[config.mk]
export PLATFORM = sky130hd
export DESIGN_NAME = des_decrypt_core
export DESIGN_NICKNAME = d
export VERILOG_FILES = /design/src/rtl/des_decrypt_core.sv
export SDC_FILE = /design/constraint.sdc
export NUM_CORES = 1
export LEC_CHECK = 0
export BUFFER_PORTS_ARGS = -buffer_cell sky130_fd_sc_hd__buf_4
export CORE_MARGIN = 3
export CORE_UTILIZATION = 54
export CTS_CLUSTER_DIAMETER = 200
export DETAILED_ROUTE_END_ITERATION = 8
export GPL_TIMING_DRIVEN = 0
export MAX_ROUTING_LAYER = met4
export PLACE_DENSITY = 0.78
export SLEW_MARGIN = 20
export SYNTH_ARGS = -nofsm -noshare
export SYNTH_HDL_FRONTEND = slang
export SYNTH_SLANG_ARGS = --single-unit
[constraint.sdc]
create_clock -name clk -period 5 [get_ports clk]
set_clock_uncertainty 0.05 [all_clocks]
set_input_delay 0 -clock clk [delete_from_list [all_inputs] [get_ports clk]]
set_output_delay 0 -clock clk [all_outputs]
set_load 0.02 [all_outputs]
[src/rtl/des_decrypt_core.sv]
// -----------------------------------------------------------------------------
// des_decrypt_core -- iterative single-DES decryption, one Feistel round/clock.
//
// Ports
//   clk     in  1       rising-edge clock
//   rst     in  1       asynchronous active-high reset
//   start   in  1       accept data_i/key_i when idle
//   data_i  in  [1:64]  ciphertext, bit 1 = MSB (FIPS 46 numbering)
//   key_i   in  [1:64]  key incl. parity bits 8,16,..,64 (ignored)
//   busy    out 1       rounds in progress
//   done    out 1       one-cycle pulse, data_o valid from here on
//   data_o  out [1:64]  plaintext, held until the next FINISH
//
// Subkeys are produced in reverse order by rotating C,D right after each round.
// The right-rotation amounts sum to 28, so C,D end where PC-1 left them and
// the first round (K16) needs no pre-rotation.
//
// Also contains the round primitives: e_expansion, s_boxes (8 x des_sbox) and
// p_permutation.
// -----------------------------------------------------------------------------

// E expansion: 32 -> 48 bits.
module e_expansion (
  input  logic [1:32] r,
  output logic [1:48] e
);
  localparam int E_T [48] = '{
    32,  1,  2,  3,  4,  5,   4,  5,  6,  7,  8,  9,
     8,  9, 10, 11, 12, 13,  12, 13, 14, 15, 16, 17,
    16, 17, 18, 19, 20, 21,  20, 21, 22, 23, 24, 25,
    24, 25, 26, 27, 28, 29,  28, 29, 30, 31, 32,  1};

  for (genvar i = 0; i < 48; i++) begin : g_e
    assign e[i+1] = r[E_T[i]];
  end
endmodule

// Single S-box lookup; IDX selects S1..S8 (0-based).
module des_sbox #(
  parameter int IDX = 0
) (
  input  logic [1:6] b,
  output logic [1:4] y
);
  // Flat 64-entry tables, index = row*16 + col.
  localparam int SBOX [8][64] = '{
    '{14, 4,13, 1, 2,15,11, 8, 3,10, 6,12, 5, 9, 0, 7,
       0,15, 7, 4,14, 2,13, 1,10, 6,12,11, 9, 5, 3, 8,
       4, 1,14, 8,13, 6, 2,11,15,12, 9, 7, 3,10, 5, 0,
      15,12, 8, 2, 4, 9, 1, 7, 5,11, 3,14,10, 0, 6,13},
    '{15, 1, 8,14, 6,11, 3, 4, 9, 7, 2,13,12, 0, 5,10,
       3,13, 4, 7,15, 2, 8,14,12, 0, 1,10, 6, 9,11, 5,
       0,14, 7,11,10, 4,13, 1, 5, 8,12, 6, 9, 3, 2,15,
      13, 8,10, 1, 3,15, 4, 2,11, 6, 7,12, 0, 5,14, 9},
    '{10, 0, 9,14, 6, 3,15, 5, 1,13,12, 7,11, 4, 2, 8,
      13, 7, 0, 9, 3, 4, 6,10, 2, 8, 5,14,12,11,15, 1,
      13, 6, 4, 9, 8,15, 3, 0,11, 1, 2,12, 5,10,14, 7,
       1,10,13, 0, 6, 9, 8, 7, 4,15,14, 3,11, 5, 2,12},
    '{ 7,13,14, 3, 0, 6, 9,10, 1, 2, 8, 5,11,12, 4,15,
      13, 8,11, 5, 6,15, 0, 3, 4, 7, 2,12, 1,10,14, 9,
      10, 6, 9, 0,12,11, 7,13,15, 1, 3,14, 5, 2, 8, 4,
       3,15, 0, 6,10, 1,13, 8, 9, 4, 5,11,12, 7, 2,14},
    '{ 2,12, 4, 1, 7,10,11, 6, 8, 5, 3,15,13, 0,14, 9,
      14,11, 2,12, 4, 7,13, 1, 5, 0,15,10, 3, 9, 8, 6,
       4, 2, 1,11,10,13, 7, 8,15, 9,12, 5, 6, 3, 0,14,
      11, 8,12, 7, 1,14, 2,13, 6,15, 0, 9,10, 4, 5, 3},
    '{12, 1,10,15, 9, 2, 6, 8, 0,13, 3, 4,14, 7, 5,11,
      10,15, 4, 2, 7,12, 9, 5, 6, 1,13,14, 0,11, 3, 8,
       9,14,15, 5, 2, 8,12, 3, 7, 0, 4,10, 1,13,11, 6,
       4, 3, 2,12, 9, 5,15,10,11,14, 1, 7, 6, 0, 8,13},
    '{ 4,11, 2,14,15, 0, 8,13, 3,12, 9, 7, 5,10, 6, 1,
      13, 0,11, 7, 4, 9, 1,10,14, 3, 5,12, 2,15, 8, 6,
       1, 4,11,13,12, 3, 7,14,10,15, 6, 8, 0, 5, 9, 2,
       6,11,13, 8, 1, 4,10, 7, 9, 5, 0,15,14, 2, 3,12},
    '{13, 2, 8, 4, 6,15,11, 1,10, 9, 3,14, 5, 0,12, 7,
       1,15,13, 8,10, 3, 7, 4,12, 5, 6,11, 0,14, 9, 2,
       7,11, 4, 1, 9,12,14, 2, 0, 6,10,13,15, 3, 5, 8,
       2, 1,14, 7, 4,10, 8,13,15,12, 9, 0, 3, 5, 6,11}};

  // Row = outer bits {b1,b6}, column = inner bits b2..b5.
  assign y = 4'(SBOX[IDX][{b[1], b[6], b[2:5]}]);
endmodule

// Eight S-boxes side by side: 48 -> 32 bits.
module s_boxes (
  input  logic [1:48] x,
  output logic [1:32] y
);
  for (genvar i = 0; i < 8; i++) begin : g_sb
    des_sbox #(.IDX(i)) u_sbox (
      .b (x[6*i+1 : 6*i+6]),
      .y (y[4*i+1 : 4*i+4])
    );
  end
endmodule

// P permutation: 32 -> 32 bits.
module p_permutation (
  input  logic [1:32] x,
  output logic [1:32] y
);
  localparam int P_T [32] = '{
    16,  7, 20, 21, 29, 12, 28, 17,
     1, 15, 23, 26,  5, 18, 31, 10,
     2,  8, 24, 14, 32, 27,  3,  9,
    19, 13, 30,  6, 22, 11,  4, 25};

  for (genvar i = 0; i < 32; i++) begin : g_p
    assign y[i+1] = x[P_T[i]];
  end
endmodule

module des_decrypt_core (
  input  logic        clk,
  input  logic        rst,
  input  logic        start,
  input  logic [1:64] data_i,
  input  logic [1:64] key_i,
  output logic        busy,
  output logic        done,
  output logic [1:64] data_o
);
  localparam int IP_T [64] = '{
    58, 50, 42, 34, 26, 18, 10,  2,  60, 52, 44, 36, 28, 20, 12,  4,
    62, 54, 46, 38, 30, 22, 14,  6,  64, 56, 48, 40, 32, 24, 16,  8,
    57, 49, 41, 33, 25, 17,  9,  1,  59, 51, 43, 35, 27, 19, 11,  3,
    61, 53, 45, 37, 29, 21, 13,  5,  63, 55, 47, 39, 31, 23, 15,  7};

  localparam int IPINV_T [64] = '{
    40,  8, 48, 16, 56, 24, 64, 32,  39,  7, 47, 15, 55, 23, 63, 31,
    38,  6, 46, 14, 54, 22, 62, 30,  37,  5, 45, 13, 53, 21, 61, 29,
    36,  4, 44, 12, 52, 20, 60, 28,  35,  3, 43, 11, 51, 19, 59, 27,
    34,  2, 42, 10, 50, 18, 58, 26,  33,  1, 41,  9, 49, 17, 57, 25};

  localparam int PC1_T [56] = '{
    57, 49, 41, 33, 25, 17,  9,   1, 58, 50, 42, 34, 26, 18,
    10,  2, 59, 51, 43, 35, 27,  19, 11,  3, 60, 52, 44, 36,
    63, 55, 47, 39, 31, 23, 15,   7, 62, 54, 46, 38, 30, 22,
    14,  6, 61, 53, 45, 37, 29,  21, 13,  5, 28, 20, 12,  4};

  localparam int PC2_T [48] = '{
    14, 17, 11, 24,  1,  5,   3, 28, 15,  6, 21, 10,
    23, 19, 12,  4, 26,  8,  16,  7, 27, 20, 13,  2,
    41, 52, 31, 37, 47, 55,  30, 40, 51, 45, 33, 48,
    44, 49, 39, 56, 34, 53,  46, 42, 50, 36, 29, 32};

  typedef enum logic [1:0] {IDLE, ROUND, FINISH} state_t;

  state_t      state;
  logic [1:32] l, r;
  logic [1:28] c, d;
  logic [4:0]  cnt;

  logic [1:64] ip_in, rl, ipinv_out;
  logic [1:56] pc1_key, cd;
  logic [1:48] subkey, e_r;
  logic [1:32] s_out, f_out;
  logic        rot2;
  logic        parity_unused;

  assign rl = {r, l};
  assign cd = {c, d};

  for (genvar i = 0; i < 64; i++) begin : g_ip
    assign ip_in[i+1]     = data_i[IP_T[i]];
    assign ipinv_out[i+1] = rl[IPINV_T[i]];
  end

  for (genvar i = 0; i < 56; i++) begin : g_pc1
    assign pc1_key[i+1] = key_i[PC1_T[i]];
  end

  // Subkey comes from C,D as they stand this round, before rotation.
  for (genvar i = 0; i < 48; i++) begin : g_pc2
    assign subkey[i+1] = cd[PC2_T[i]];
  end

  // Parity bits never reach the datapath.
  assign parity_unused = ^{key_i[8], key_i[16], key_i[24], key_i[32],
                           key_i[40], key_i[48], key_i[56], key_i[64]};

  e_expansion   u_e (.r(r),             .e(e_r));
  s_boxes       u_s (.x(e_r ^ subkey),  .y(s_out));
  p_permutation u_p (.x(s_out),         .y(f_out));

  // Reverse key schedule: single-step rotations after rounds 1, 8, 15, 16.
  assign rot2 = !(cnt == 5'd1 || cnt == 5'd8 || cnt == 5'd15 || cnt == 5'd16);

  always_ff @(posedge clk or posedge rst) begin
    if (rst) begin
      state  <= IDLE;
      l      <= '0;
      r      <= '0;
      c      <= '0;
      d      <= '0;
      cnt    <= '0;
      busy   <= 1'b0;
      done   <= 1'b0;
      data_o <= '0;
    end else begin
      done <= 1'b0;
      unique case (state)
        IDLE: begin
          if (start) begin
            l     <= ip_in[1:32];
            r     <= ip_in[33:64];
            c     <= pc1_key[1:28];
            d     <= pc1_key[29:56];
            cnt   <= 5'd1;
            busy  <= 1'b1;
            state <= ROUND;
          end
        end
        ROUND: begin
          l <= r;
          r <= l ^ f_out;
          if (rot2) begin
            c <= {c[27:28], c[1:26]};
            d <= {d[27:28], d[1:26]};
          end else begin
            c <= {c[28], c[1:27]};
            d <= {d[28], d[1:27]};
          end
          // Counter parks at 16 so it never leaves 1..16.
          if (cnt == 5'd16) state <= FINISH;
          else              cnt   <= cnt + 5'd1;
        end
        FINISH: begin
          // Undo the last round's swap: output is IP^-1(R||L).
          data_o <= ipinv_out;
          done   <= 1'b1;
          busy   <= 1'b0;
          state  <= IDLE;
        end
        default: state <= IDLE;
      endcase
    end
  end
endmodule
==> results of run 1 <==
[state kept, by name, summed over array words and instances, names as in the netlist]
| signal | count |
|---|---|
| cnt | 5 |
| r | 32 |
| data_o | 64 |
| state | 2 |
| l | 32 |
| busy | 1 |
| done | 1 |
| d | 28 |
| c | 28 |
[synth_stat cells, types with 6 or more instances]
cell type | number | share of area, %
sky130_fd_sc_hd__and3_1 | 72 | 3.0
sky130_fd_sc_hd__and2_1 | 6 | 0.25
sky130_fd_sc_hd__xor2_1 | 35 | 2.0
sky130_fd_sc_hd__o22ai_1 | 10 | 0.42
sky130_fd_sc_hd__mux4_2 | 33 | 5.0
sky130_fd_sc_hd__nor3_1 | 40 | 1.3
sky130_fd_sc_hd__o211ai_1 | 17 | 0.85
sky130_fd_sc_hd__a31oi_1 | 95 | 4.0
sky130_fd_sc_hd__a211o_1 | 7 | 0.41
sky130_fd_sc_hd__a211oi_1 | 18 | 0.90
sky130_fd_sc_hd__inv_1 | 49 | 1.2
sky130_fd_sc_hd__a2111oi_0 | 8 | 0.47
sky130_fd_sc_hd__nor2b_1 | 8 | 0.33
sky130_fd_sc_hd__ha_1 | 66 | 5.5
sky130_fd_sc_hd__buf_1 | 13 | 0.33
sky130_fd_sc_hd__dfrtp_1 | 193 | 32
sky130_fd_sc_hd__nand2_1 | 408 | 10
sky130_fd_sc_hd__mux2i_1 | 52 | 3.5
sky130_fd_sc_hd__o21ai_1 | 7 | 0.23
sky130_fd_sc_hd__clkbuf_1 | 71 | 1.8
sky130_fd_sc_hd__nand2b_1 | 6 | 0.25
sky130_fd_sc_hd__or3_1 | 6 | 0.25
sky130_fd_sc_hd__xor2_2 | 8 | 0.87
sky130_fd_sc_hd__xnor2_1 | 50 | 2.9
sky130_fd_sc_hd__inv_2 | 9 | 0.23
sky130_fd_sc_hd__o21ai_0 | 30 | 1.0
sky130_fd_sc_hd__xnor2_2 | 12 | 1.3
sky130_fd_sc_hd__nand4_1 | 10 | 0.42
sky130_fd_sc_hd__a311oi_1 | 10 | 0.58
sky130_fd_sc_hd__nand3_1 | 34 | 1.1
sky130_fd_sc_hd__nor4_1 | 7 | 0.29
sky130_fd_sc_hd__mux2_2 | 67 | 5.0
sky130_fd_sc_hd__nor2_1 | 94 | 2.4
sky130_fd_sc_hd__buf_4 | 10 | 0.50
sky130_fd_sc_hd__a21oi_1 | 42 | 1.4
sky130_fd_sc_hd__buf_2 | 25 | 0.83
[timing repair]
| item | CTS | global route |
|---|---|---|
| hold buffers | 120 | 0 |
| resized for setup | 0 | 0 |
| buffers inserted | 0 | 0 |
| hold endpoints to repair | 191 | 0 |
[metal layers]
layer,track usage [%],vias to the layer above
li1,-,6796
met1,55.0,7479
met2,58.0,1013
met3,7.36,156
met4,13.9,0
met5,-,-
[cell type report]
cell class,instances,area (um2)
multi-input combinational,1351,9390
clock buffer,18,439
buffer,123,558
inverter,60,234
tap,372,465
antenna,1,2.50
sequential,193,4830
clock inverter,14,140
fill,2119,8270
timing repair buffer,315,2780
[final timing paths]
check / to / slack [ps] / cells after the start
hold reg to reg: data_o[49] / 460 / 1
setup reg to reg: l[21] / 1130 / 6
max in group asynchronous: l[20] / 3880 / 6
min in group asynchronous: r[25] / 70 / 3
hold / removal: r[13] / 30 / 4
setup / recovery: l[21] / 1130 / 6
[critical path, delay by kind of cell, from the launching register on]
family,cells,cell delay (ps)
buffers and inverters,4,2520
DFF,1,680
and+or+nand+nor,1,260
AOI/OAI and AO/OA,1,170
[cells by family after synthesis]
logic type / after synthesis / share of synthesized area (%)
adders and majority gates: 68 / 5.64
AOI/OAI and AO/OA: 313 / 14.4
xor gates and xnor gates: 110 / 8.05
and+or+nand+nor: 704 / 20.5
buffers and inverters: 183 / 5.24
muxes: 156 / 13.9
DFF: 193 / 32.2
[through the flow]
stage                     setup slack (ps)  cell area (um2)  instances
final                                 1130            18800       2447
after global routing                  1160            18800       2447
after CTS                             1270            18800       2446
after detailed placement              1300            17100       2294
after global placement                1170            16900       2287
after floorplan                       2290            15000       1727
==> results.txt, run 1 <==
----------------------------------------------------
[Clock tree]
  Clk buf depth ... 2
  Max H-tree Level ... 4
  Sinks on Clock Net ... 193
  CTS Root Cell ... sky130_fd_sc_hd__clkbuf_16
  TritonCTS clock tree ... yes
  Source-to-sink clock delay at the later pin of the worst-skew pair ... 460 ps
  Total clock buffers created by CTS ... 17
  Register clock-pin slew on the reported worst setup and hold paths ... 80 ps

[GRT]
  Total routing usage reported by global routing ... 39.4%
  Antenna violations before repair ... 1
  Largest net degree at the start of global routing ... 34
  Number of global-route vias before repair ... 14500
  Wire length of the first global-routing pass ... 88700 um
  Sum of overflow across all layers after global routing ... 0

[Critical path]
  Arr. time, crit path ... 4090 ps
  Critical Path Start ... state[1]
  Critical path's largest stage delay ... 830 ps
  CP max-delay cell ... sky130_fd_sc_hd__clkbuf_1
  Crit path capture type ... register
  R2r startpoint ... state[1]
  Largest driver fanout on the critical path ... 10
  Critical-path cell list ... inv_1 -> nand2_1 -> clkbuf_1 -> clkbuf_1 -> clkbuf_1 -> a31oi_1
  Required time at the worst-slack endpoint ... 5220 ps
  Critical path launch point type ... register
  Cell seen most often among critical-path stages ... sky130_fd_sc_hd__clkbuf_1
  Critical path start-end classification ... reg -> reg

[Yosys]
  Number of different library cells in the post-synthesis netlist ... 82
  Register area share after synthesis ... 32.2%
  Post-Syn Area ... 0.0150 mm2
  Post-Synthesis Mean Instance Area ... 8.69 um2
  Synth warn ... 0
  Synthesized flop and latch total ... 193
  Number of flops mapped to enable cells by yosys ... 0
  Main flop type after synthesis ... sky130_fd_sc_hd__dfrtp_1
  Share of flip-flops with an asynchronous set or reset ... 100%
  Cells after synthesis ... 1727
  Total nets after synthesis ... 1924

[Floorplan]
  Floorplan die area ... 0.0298 mm2
  Die outline width ... 173 um
  Core box area ... 0.0271 mm2
  Chip Height ... 173 um
  Count of boundary I/O pins ... 197
  Rows ... 60
  Initial core utilization ... 55.4%

[Route]
  Post-route met1 wirelength ... 23600 um
  Total iterations of the first detailed-routing run ... 6
  Sum of met3 wire segment lengths after detailed routing ... 6980 um
  Drt total wl ... 58600 um
  Routed length on met2 ... 25700 um
  ANT nets after route ... 0
  Via count ... 15400
  Via density ... 6.31
  DRC violations left ... 0
  1st-iter DRT viols ... 2177
  DR top layer ... met4
  Average detailed-routed wire length per instance ... 24.0 um

[Cells and area]
  Most common cell after layout, fill and taps aside ... sky130_fd_sc_hd__nand2_1
  Final core utilization ... 69.5%
  Share of post-route cells with drive strength above 1 ... 19.8%
  # nets final ... 2258
  Relative area change from synthesis to final layout ... 25.5%
  Most used cells in the layout excluding fill and tap cells ... sky130_fd_sc_hd__nand2_1, sky130_fd_sc_hd__buf_4, sky130_fd_sc_hd__dfrtp_1

[Timing]
  Unrepaired setup endpoints after global routing ... false
  Final setup violating endpoints ... 0
  Final critical-path share of the clock period ... 77.4%
  Final hold vios ... 0
  Worst hold margin ... 28.3 ps
  Shortest clock period the worst path allows after layout ... 3870 ps
  Maximum clock frequency ... 258 MHz
  Transition time of the tightest slew-check pin ... 1120 ps
  Final count of pins violating max slew ... 0
  Setup tns final ... 0 ps
  Headroom to the max-slew limit ... 25.5%

[Run]
  Max Cap Violations ... 0

[Placement]
  Total of buffers placed on input and output ports ... 188
  RePlAce Congestion ... 1.05
  Post-DP HPWL ... 41300 um

[Hold path]
  Path type of the worst min-delay path ... in -> reg
  Hold path startpoint ... start

[Run status]
  Result of the run ... complete, no violations

----------------------------------------------------
Power of run 1 is not shown: default switching activity piles up to over one toggle a cycle in this logic, so the estimate is an artifact.
==> inputs of run 2 (changes only) <==
--- a/config.mk
+++ b/config.mk
@@ -7,12 +7,12 @@
 export LEC_CHECK = 0
 export BUFFER_PORTS_ARGS = -buffer_cell sky130_fd_sc_hd__buf_4
 export CORE_MARGIN = 3
-export CORE_UTILIZATION = 54
+export CORE_UTILIZATION = 60
 export CTS_CLUSTER_DIAMETER = 200
 export DETAILED_ROUTE_END_ITERATION = 8
 export GPL_TIMING_DRIVEN = 0
 export MAX_ROUTING_LAYER = met4
-export PLACE_DENSITY = 0.78
+export PLACE_DENSITY = 0.82
 export SLEW_MARGIN = 20
 export SYNTH_ARGS = -nofsm -noshare
 export SYNTH_HDL_FRONTEND = slang
==> constraint.sdc (replaced) <==
create_clock -name clk -period 3.7 [get_ports clk]
set_clock_uncertainty 0.05 [all_clocks]
set_input_delay 0 -clock clk [delete_from_list [all_inputs] [get_ports clk]]
set_output_delay 0 -clock clk [all_outputs]
set_load 0.02 [all_outputs]
==> results.txt, run 2 (same netlist as run 1, synthesis figures left out) <==
----------------------------------------------------
[Timing]
  Final setup violating endpoints ... 6
  Shortest clock period the worst path allows after layout ... 3760 ps
  Final count of pins violating max slew ... 0
  Unrepaired setup endpoints after global routing ... false
  Headroom to the max-slew limit ... 17.9%
  Worst hold margin ... 7.97 ps
  Transition time of the tightest slew-check pin ... 1230 ps
  Final critical-path share of the clock period ... 102%
  Final hold vios ... 0
  Setup tns final ... -127 ps
  Worst Slack Setup Final ... -61.6 ps
  Maximum clock frequency ... 266 MHz

[Critical path]
  Critical path start-end classification ... reg -> reg
  Required time at the worst-slack endpoint ... 3930 ps
  Family of cells with the greatest summed delay on the critical path ... buffers and inverters
  Critical path's largest stage delay ... 800 ps
  Cell seen most often among critical-path stages ... sky130_fd_sc_hd__clkbuf_1
  R2r startpoint ... state[1]
  Crit path capture type ... register
  CP max-delay cell ... sky130_fd_sc_hd__clkbuf_1
  Arr. time, crit path ... 3990 ps
  Combined buffer and inverter count along the critical path ... 4
  Critical path launch point type ... register
  Critical-path cell list ... inv_1 -> nand2_1 -> clkbuf_1 -> clkbuf_1 -> clkbuf_1 -> a31oi_1
  Largest driver fanout on the critical path ... 10
  Critical Path Start ... state[1]

[GRT]
  Number of global-route vias before repair ... 15600
  Wire length of the first global-routing pass ... 90200 um
  Antenna violations before repair ... 2
  Total routing usage reported by global routing ... 45.5%
  Largest net degree at the start of global routing ... 35
  Sum of overflow across all layers after global routing ... 0

[Cells and area]
  Number of non-filler instances in the completed layout ... 2397
  Share of post-route cells with drive strength above 1 ... 19.7%
  Top reg by flops ... data_o
  Most common cell after layout, fill and taps aside ... sky130_fd_sc_hd__nand2_1
  Relative area change from synthesis to final layout ... 25.2%
  Largest register FFs ... 64
  Most used cells in the layout excluding fill and tap cells ... sky130_fd_sc_hd__nand2_1, sky130_fd_sc_hd__buf_4, sky130_fd_sc_hd__dfrtp_1
  Fill cells ... 1644
  Biggest regs ... data_o (64), l (32), r (32)
  # nets final ... 2256

[Floorplan]
  Floorplan die area ... 0.0269 mm2
  Core box area ... 0.0245 mm2
  Die outline width ... 164 um
  Count of boundary I/O pins ... 197
  Chip Height ... 164 um
  Rows ... 57
  Initial core utilization ... 61.3%

[Route]
  Total iterations of the first detailed-routing run ... 8
  Drt total wl ... 60300 um
  DRC violations left ... 0
  1st-iter DRT viols ... 2444
  Via density ... 6.74
  Via count ... 16200
  ANT nets after route ... 0
  Average detailed-routed wire length per instance ... 25.2 um

[Placement]
  Post-placement cell count ... 2245
  Post-DP HPWL ... 41000 um
  RePlAce Congestion ... 1.02
  Total of buffers placed on input and output ports ... 188

[Clock tree]
  TritonCTS clock tree ... yes
  Number of buffers inserted to repair setup after CTS ... 0
  Sinks on Clock Net ... 193
  Clk buf depth ... 2
  Total clock buffers created by CTS ... 17
  Source-to-sink clock delay at the later pin of the worst-skew pair ... 460 ps
  CTS Root Cell ... sky130_fd_sc_hd__clkbuf_16
  Resized cells post-CTS ... 0
  Max H-tree Level ... 4
  Register clock-pin slew on the reported worst setup and hold paths ... 80 ps

[Run]
  Max Cap Violations ... 0

[Run status]
  Result of the run ... finished with violations
  Violated checks ... setup timing

[Hold path]
  Hold path startpoint ... data_i[39]
  Path type of the worst min-delay path ... in -> reg

----------------------------------------------------
-- run 2: routing by layer --
layer / GRT usage [%] / part of all wire (%)
met5: - / 0
met4: 25.9 / 6.8
met3: 12.1 / 14
met2: 67.3 / 44
met1: 56.6 / 35
-- run 2: cell type report --
type	instances	area, um2	area share (%)
Multi-Input combinational cell	1351	9400	50.0
Sequential cell	193	4830	25.7
Tap cell	324	405	2.16
Clock inverter	11	150	0.799
Buffer	123	557	2.96
Antenna cell	2	5.00	0.0266
Clock buffer	20	467	2.48
Inverter	60	234	1.25
Timing Repair Buffer	313	2740	14.6
-- run 2: worst min-delay path: stages --
cell and delay [ps]:
sky130_fd_sc_hd__buf_4 130, sky130_fd_sc_hd__o22a_1 150, sky130_fd_sc_hd__o22ai_1 120, sky130_fd_sc_hd__nor3b_1 70
-- run 2: through the flow --
stage	setup WS (ps)	instance area, um2	utilization [%]
floorplan	995	15000	-
global placement	-39.8	16800	68.8
detailed placement	200	17000	69.4
CTS	159	18800	76.8
global route	7.76	18800	76.8
finish	-61.6	18800	76.8
-- run 2: repair_timing --
item,4_1_cts,5_1_grt
endpoints found under the hold margin,142,0
endpoints found under the setup margin,0,0
hold buffers,119,0
-- run 2: final timing paths --
check,to,slack (ps),cells after the start
worst max-delay path,l[25],-60,6
worst min-delay path,r[28],8,4
worst min register to register,data_o[31],470,1
worst max register to register,l[25],-60,6
max in group asynchronous,c[6],2370,6
min in group asynchronous,done,180,3
Power of run 2 is left out for the same reason.
